### src/rtl/jt12_pg_ring_if.sv
// Operator-slot bundle for the phase-generator ring.
// master drives the per-slot inputs; slave is the ring core.
interface jt12_pg_ring_if #(
    parameter int SW   = 5,
    parameter int PHW  = 17,
    parameter int OUTW = 10
);
    logic            clk_en;
    logic            sync;
    logic [PHW-1:0]  phinc_I;
    logic [5:0]      detune_I;
    logic [3:0]      mul_I;
    logic            pg_rst_I;
    logic            pg_stop_I;
    logic [SW-1:0]   slot;
    logic [OUTW-1:0] phase_out;
    logic [SW-1:0]   phase_slot;

    modport master (
        output clk_en, sync,
        output phinc_I, detune_I, mul_I,
        output pg_rst_I, pg_stop_I,
        input  slot, phase_out, phase_slot
    );

    modport slave (
        input  clk_en, sync,
        input  phinc_I, detune_I, mul_I,
        input  pg_rst_I, pg_stop_I,
        output slot, phase_out, phase_slot
    );
endinterface

### src/rtl/jt12_pg_ring.sv
// Time-multiplexed phase generator: one accumulator per operator slot,
// detune/multiply on the increment, slot-tagged output after OUT_LAT ticks.
module jt12_pg_ring #(
    parameter int SLOTS   = 24,
    parameter int SW      = 5,
    parameter int PHW     = 17,
    parameter int ACCW    = 20,
    parameter int OUTW    = 10,
    parameter int OUT_LAT = 1
) (
    input logic          clk,
    input logic          rst,
    jt12_pg_ring_if.slave pg
);

    logic [SW-1:0]   slot_q;
    logic [SW-1:0]   slot_nxt;
    logic [ACCW-1:0] acc [SLOTS];

    logic [PHW-1:0]  d;
    logic [ACCW-1:0] d_w;
    logic [ACCW-1:0] mul_w;
    logic [ACCW-1:0] inc;
    logic [ACCW-1:0] acc_cur;
    logic [ACCW-1:0] acc_nxt;

    // Stage 0 captures the fresh value at the update edge; the
    // remaining OUT_LAT stages provide the visible latency.
    logic [OUTW-1:0] ph_q [OUT_LAT+1];
    logic [SW-1:0]   sl_q [OUT_LAT+1];

    assign d     = pg.phinc_I + PHW'($signed(pg.detune_I));
    assign d_w   = ACCW'(d);
    assign mul_w = ACCW'(pg.mul_I);
    assign inc   = (pg.mul_I == 4'd0) ? (d_w >> 1) : (d_w * mul_w);

    assign acc_cur = acc[slot_q];

    always_comb begin
        acc_nxt = acc_cur + inc;
        if (pg.pg_rst_I)
            acc_nxt = '0;
        else if (pg.pg_stop_I)
            acc_nxt = acc_cur;
    end

    always_comb begin
        slot_nxt = slot_q + 1'b1;
        if (pg.sync || slot_q == SW'(SLOTS - 1))
            slot_nxt = '0;
    end

    always_ff @(posedge clk) begin
        if (rst) begin
            slot_q <= '0;
            for (int i = 0; i < SLOTS; i++)
                acc[i] <= '0;
            for (int i = 0; i <= OUT_LAT; i++) begin
                ph_q[i] <= '0;
                sl_q[i] <= '0;
            end
        end else if (pg.clk_en) begin
            slot_q      <= slot_nxt;
            acc[slot_q] <= acc_nxt;
            ph_q[0]     <= acc_nxt[ACCW-1 -: OUTW];
            sl_q[0]     <= slot_q;
            for (int i = 1; i <= OUT_LAT; i++) begin
                ph_q[i] <= ph_q[i-1];
                sl_q[i] <= sl_q[i-1];
            end
        end
    end

    assign pg.slot       = slot_q;
    assign pg.phase_out  = ph_q[OUT_LAT];
    assign pg.phase_slot = sl_q[OUT_LAT];

endmodule
### src/flat_wrapper.sv
// flat-port wrapper written by rule: the top's interface ports become plain ports
module jt12_pg_ring_flat 
#(
    parameter int SLOTS   = 24,
    parameter int SW      = 5,
    parameter int PHW     = 17,
    parameter int ACCW    = 20,
    parameter int OUTW    = 10,
    parameter int OUT_LAT = 1
)
  (clk, rst, pg_clk_en, pg_sync, pg_phinc_I, pg_detune_I, pg_mul_I, pg_pg_rst_I, pg_pg_stop_I, pg_slot, pg_phase_out, pg_phase_slot);
  jt12_pg_ring_if #(.SW(SW), .PHW(PHW), .OUTW(OUTW)) pg_i ();
  input logic clk;
  input logic rst;
  input wire logic [$bits(pg_i.clk_en)-1:0] pg_clk_en;
  input wire logic [$bits(pg_i.sync)-1:0] pg_sync;
  input wire logic [$bits(pg_i.phinc_I)-1:0] pg_phinc_I;
  input wire logic [$bits(pg_i.detune_I)-1:0] pg_detune_I;
  input wire logic [$bits(pg_i.mul_I)-1:0] pg_mul_I;
  input wire logic [$bits(pg_i.pg_rst_I)-1:0] pg_pg_rst_I;
  input wire logic [$bits(pg_i.pg_stop_I)-1:0] pg_pg_stop_I;
  output wire logic [$bits(pg_i.slot)-1:0] pg_slot;
  output wire logic [$bits(pg_i.phase_out)-1:0] pg_phase_out;
  output wire logic [$bits(pg_i.phase_slot)-1:0] pg_phase_slot;
  assign pg_i.clk_en = pg_clk_en;
  assign pg_i.sync = pg_sync;
  assign pg_i.phinc_I = pg_phinc_I;
  assign pg_i.detune_I = pg_detune_I;
  assign pg_i.mul_I = pg_mul_I;
  assign pg_i.pg_rst_I = pg_pg_rst_I;
  assign pg_i.pg_stop_I = pg_pg_stop_I;
  assign pg_slot = pg_i.slot;
  assign pg_phase_out = pg_i.phase_out;
  assign pg_phase_slot = pg_i.phase_slot;
  jt12_pg_ring #(.SLOTS(SLOTS), .SW(SW), .PHW(PHW), .ACCW(ACCW), .OUTW(OUTW), .OUT_LAT(OUT_LAT)) u_core (.clk(clk), .rst(rst), .pg(pg_i));
endmodule
### config.mk
export PLATFORM = sky130hd
export DESIGN_NAME = jt12_pg_ring_flat
export DESIGN_NICKNAME = d
export VERILOG_FILES = /design/src/rtl/jt12_pg_ring_if.sv /design/src/rtl/jt12_pg_ring.sv /design/src/flat_wrapper.sv
export SDC_FILE = /design/constraint.sdc
export NUM_CORES = 1
export LEC_CHECK = 0
export BUFFER_PORTS_ARGS = -buffer_cell sky130_fd_sc_hd__buf_2
export CORE_ASPECT_RATIO = 2
export CORE_UTILIZATION = 45
export DETAILED_ROUTE_END_ITERATION = 10
export HOLD_SLACK_MARGIN = 0.05
export PLACE_DENSITY = 0.7
export RECOVER_POWER = 25
export SLEW_MARGIN = 20
export SYNTH_ARGS = -nofsm -noshare
export SYNTH_HDL_FRONTEND = slang
export SYNTH_SLANG_ARGS = --single-unit
### constraint.sdc
create_clock -name clk -period 7.6 [get_ports clk]
set_input_delay 0.76 -clock clk [delete_from_list [all_inputs] [get_ports clk]]
set_output_delay 0.76 -clock clk [all_outputs]
set_load 0.005 [all_outputs]
Word level (Yosys, flattened, before mapping)
Memories as Yosys holds them, arrays and structs flattened. A register that Yosys moved wholly into a read port is not among the register bits.
Index checks and enable logic that the tools add are counted.

operators by class
  mux-type cells = 18
  add/sub/neg operators = 3
  eq/ne operators = 1
  multiply operators = 1
  bitwise logic cells = 4
  reductions and logical operators = 3

operators by type and width
  kind                                                           count
  20-bit two-way mux                                             4
  5-bit two-way mux                                              6
  20-bit adder                                                   1
  17-bit by 4-bit multiplier with 20-bit output                  1
  10-bit two-way mux                                             2
  20-bit OR reduction                                            1
  17-bit adder                                                   1
  1-bit two-way mux                                              6
  5-bit by 1-bit adder with 5-bit output, second input constant  1
  5-bit == test, second input constant                           1
  4-bit zero test                                                1
  1-bit bitwise OR                                               4
  1-bit logical OR                                               1

word-level totals
  register bits after elaboration = 5
  output and inout port bits = 20
  RAM bits = 510
  input port bits = 33
  logic and storage cells = 34
  memories kept = 3

memories
  memory       words  bits a word  read ports  clocked after memory_dff  wr ports  line                source
  u_core.acc   24     20           1           1                         24        jt12_pg_ring.sv:18  logic [ACCW-1:0] acc [SLOTS];
  u_core.ph_q  2      10           2           0                         2         jt12_pg_ring.sv:29  logic [OUTW-1:0] ph_q [OUT_LAT+1];
  u_core.sl_q  2      5            2           0                         2         jt12_pg_ring.sv:30  logic [SW-1:0] sl_q [OUT_LAT+1];

Logic depth before layout (Yosys ltp)
  depth after elaboration = 7
  mapped depth = 35
  mapped depth without buffers = 33

Worst setup path after synthesis
OpenSTA, ideal clock, no wires.

  kind = input to register
  start point = input pg_detune_I[0]
  end point = memory u_core.acc[24][19] (data pin)
  arrival time = 6.791 ns
  setup time = 0.287 ns
  cell stages on the path = 32
  path slack = 0.523 ns
  path buffers = 1
  data required time = 7.313 ns
  cells stage by stage = ha_1 -> inv_1 -> fa_1 -> nor2b_1 -> o2111ai_1 -> a41oi_1 -> nor2_1 -> xnor2_1 -> and2_1 -> fa_1 -> inv_1 -> fa_1 -> inv_1 -> ha_1 -> o21ai_0 -> a311oi_1 -> o21bai_1 -> a21boi_1 -> o21ai_0 -> a21oi_1 -> xnor2_1 -> nor2_1 -> ha_1 -> nor2b_1 -> o21ai_0 -> o2bb2ai_1 -> a31oi_1 -> or3_1 -> a21oi_2 -> xor2_2 -> buf_4 -> nor2_1

RTL lines
  item         line                source
  from (decl)  flat_wrapper.sv:18  input wire logic [$bits(pg_i.detune_I)-1:0] pg_detune_I;
  to (decl)    jt12_pg_ring.sv:18

==> run summary <==
FLOORPLANNING
-----------------------------------------------------------------------------------------------
Die Y                                                                                    384 µm
Die outline width                                                                        193 µm
Count of pins on the block boundary                                                          53
Full die area                                                                         74000 µm²
Number of standard-cell rows in the floorplan                                               139
Starting density of the core                                                              45.6%
Area inside the core boundary                                                         71800 µm²

STA
-----------------------------------------------------------------------------------------------
Clock skew after layout                                                               0.0164 ns
Setup repair after global routing missed its margin                                          no
Relative slew margins                                                                    -75.9%
Share of the clock period used by the worst path                                          93.2%
Setup-failing EPs final                                                                       0
Number of max-slew violations in the final report                                           304
Worst setup margin                                                                     0.513 ns
Final period demand of the worst path                                                   7.09 ns
Tightest hold margin                                                                   0.521 ns
FMAX                                                                                    141 MHz
Final count of hold timing violations                                                         0
Transition at the pin with the smallest max-transition slack                            2.63 ns

FINISH
-----------------------------------------------------------------------------------------------
Synth-to-Final Area Change                                                                9.50%
Fraction of layout instances using a drive strength above 1                               20.6%
Final antenna diode count                                                                     0
Multi-input logic area                                                                11200 µm²
Nets@finish                                                                                2462
Storage cell area                                                                     20300 µm²
Finished Cell Area                                                                    35900 µm²
Filler cell count in the final layout                                                      5919
Final cell utilization of the core                                                        50.0%

POWER
-----------------------------------------------------------------------------------------------
Part of the total power dissipated in combinational logic                                 32.0%
Switch share                                                                              33.1%
Int Power                                                                               7070 µW
Switching component of the power                                                        3510 µW
Proportion of power drawn by the clock network                                            26.4%
Part of the total power dissipated in sequential elements                                 41.6%
Static Leak                                                                           0.0127 µW
Peak supply drop                                                                       0.185 mV
Power density relative to cell area                                                  295 nW/µm²
Tot Pwr                                                                                10600 µW

PLACED DESIGN
-----------------------------------------------------------------------------------------------
Setup slack after placement                                                           -0.301 ns
DP Area                                                                               34300 µm²
Placer congestion estimate                                                                0.857
Detailed-placement wirelength estimate                                                 59200 µm
Total of buffers placed on input and output ports                                            52

LOGIC SYNTHESIS
-----------------------------------------------------------------------------------------------
Number of warnings printed during yosys synthesis                                             0
Combined area of all synthesized cells                                                32800 µm²
Syn Area/Cell                                                                          14.2 µm²
Post-synth ARST share                                                                        0%
Cell count after synthesis                                                                 2308
Area fraction in compound gates after synthesis                                           3.11%
Fraction of the mapped netlist area in adder cells                                        4.32%
Number of unique standard cell types used by synthesis                                       56
Xor and xnor area share after synthesis                                                   1.39%
Sequential share of the synthesized area                                                  62.0%
Main combinational cell family by area after synthesis                             multiplexers
Post-synth EDFFs                                                                            670
Synth Flop Type                                                                        edfxtp_1
Synth Area in Simple Gates                                                                10.7%
Post-Syn Nets                                                                              2435
Number of synthesized register bits                                                         680
Mux cell area share after synthesis                                                       14.6%

GRT
-----------------------------------------------------------------------------------------------
Total global routing overflow                                                                 0
Number of antenna violations at the first check in global routing                             0
First-pass GRT wire length                                                            122000 µm
Vias in the first global route                                                            20200
Maximum number of pins on one net before global-route repair                                 49
GRT Util Overall                                                                          22.5%

CLOCKING
-----------------------------------------------------------------------------------------------
CTS H-Tree Depth                                                                              2
Clock input transition at the sequential cells of the worst setup and hold paths        0.07 ns
Clock net sink count                                                                        680
Number of buffers added by the clock tree synthesis step                                     51
CTS Buffer Depth                                                                              3
Buffer cell driving the clock tree root                                               clkbuf_16
Source-to-sink clock delay at the later pin of the worst-skew pair                      0.61 ns
Clock tree from TritonCTS                                                                   yes

CRITICAL PATH
-----------------------------------------------------------------------------------------------
Critical-path top delay cell                                                               fa_1
Most prevalent standard cell on the critical path                                        a21o_1
Category of the critical setup timing path                                         input port to flip-flop
Largest stage delay on the critical path                                                0.53 ns
Arrival time of data at the critical path endpoint                                      7.37 ns
Nature of the critical path startpoint                                               input port
Required time at the endpoint of the critical path                                      7.89 ns
Type of destination of the critical path                                              flip-flop
Max FO, Critical Path                                                                        26

OUTCOME
-----------------------------------------------------------------------------------------------
Violated checks                                                                    DRC, capacitance limit, slew limit
Outcome                                                                            finished with violations

DRT
-----------------------------------------------------------------------------------------------
Detailed Route Iter0 Violations                                                            1465
Vias                                                                                      19000
Remaining antenna violation count after routing                                               0
Mean number of vias per cell                                                               5.78
Total wirelength of the detailed-routed design                                         81500 µm
Avg WL per Cell                                                                         24.8 µm
Drt drc                                                                                      10
1st-pass router iterations                                                                    8

RUN
-----------------------------------------------------------------------------------------------
Number of max-cap violations                                                                 14

HOLD PATH
-----------------------------------------------------------------------------------------------
Type of the worst min-delay path                                                   flip-flop to flip-flop

==> layout make-up <==
| cell class | instances | area share (%) |
|---|---|---|
| Inverter | 93 | 0.973 |
| Multi-Input combinational cell | 1348 | 31.3 |
| Clock inverter | 34 | 1.04 |
| Tap cell | 916 | 3.19 |
| Clock buffer | 58 | 3.63 |
| Sequential cell | 680 | 56.7 |
| Timing Repair Buffer | 161 | 3.16 |
==> registers in the layout, summed over array words and instances, names as in the netlist, named ones only <==
register and cells:
u_core.acc 640, u_core.pg.slot 5, u_core.ph_q 20, u_core.sl_q 10
==> critical path, delay by kind of cell <==
kind            cells  cell delay, ns
buf+inv             8            0.92
xor+xnor            3            0.46
compound gates     13            2.09
fa+ha+maj           6            2.10
simple gates        6            1.02
==> routing by layer <==
layer | wire length [µm] | track usage (%)
met4 | 5000 | 13.1
met2 | 47300 | 44.6
met3 | 3870 | 2.29
met5 | 0 | 0
met1 | 25400 | 21.6
==> kinds of logic after synthesis <==
| group | Yosys count |
|---|---|
| and+or+nand+nor | 826 |
| DFF | 680 |
| AOI/OAI and AO/OA | 153 |
| buffers and inverters | 280 |
| adders and majority gates | 94 |
| muxes | 224 |
| xor gates and xnor gates | 51 |
==> cells in the mapped netlist (9+ instances only) <==
cell / n / share of area (%)
xor2_1: 20 / 0.53
buf_4: 30 / 0.69
nand2_1: 86 / 0.99
nor2_1: 569 / 6.5
inv_1: 80 / 0.92
nand3_1: 9 / 0.14
or2_2: 26 / 0.50
mux2_2: 15 / 0.52
ha_1: 62 / 2.4
edfxtp_1: 670 / 61
nand2b_1: 38 / 0.73
xnor2_1: 30 / 0.80
inv_2: 13 / 0.15
and2_1: 62 / 1.2
fa_1: 32 / 2.0
o21ai_0: 17 / 0.26
mux4_2: 200 / 14
a21oi_1: 41 / 0.63
o21ai_1: 19 / 0.29
a21o_1: 21 / 0.48
clkbuf_1: 101 / 1.2
buf_2: 43 / 0.66
dfxtp_1: 10 / 0.61
==> stage by stage <==
step                TNS [ns]  cells
floorplan                  0   2308
global placement       -1.45   3197
detailed placement     -8.38   3197
CTS                        0   3289
global route               0   3290
finish                     0   3290
==> path summary, 6_finish.rpt <==
path                                        start                                to  slack, ns  cells after the start
hold reg to reg   u_core.ph_q[0][7]$_SDFFCE_PN0P_  u_core.ph_q[0][17]$_SDFFCE_PN0P_       0.52                      1
hold / removal    u_core.ph_q[0][7]$_SDFFCE_PN0P_  u_core.ph_q[0][17]$_SDFFCE_PN0P_       0.52                      1
setup reg to reg                        flip-flop      u_core.acc[28][19]$_DFFE_PP_       1.73                     17
setup / recovery                   pg_detune_I[0]      u_core.acc[28][19]$_DFFE_PP_       0.51                     36
==> cell usage in the layout, fill, tap and decap left out, types with 32 or more instances in the layout <==
cell type	netlist	routed
mux4_2	200	200
fa_1	32	32
a21oi_1	41	40
and2_1	62	49
nand2_1	86	86
clkbuf_16	0	51
nor2_1	569	564
buf_4	30	83
nand2b_1	38	35
buf_2	43	44
edfxtp_1	670	670
inv_1	80	80
ha_1	62	62
==> power by group through the flow <==
stage               registers, µW  clock network [µW]  logic, µW
floorplan                    4450                   0       2220
global placement             4470                   0       3220
CTS                          4400                2820       3330
detailed placement           4480                   0       3310
finish                       4400                2800       3390
global route                 4410                2930       3660
==> repair_timing <==
item	in CTS	in global routing
setup buffers	0	1
hold buffers	0	0
gates resized for setup	0	9
setup endpoints to repair	0	94
Power figures use the tool's default switching activity.
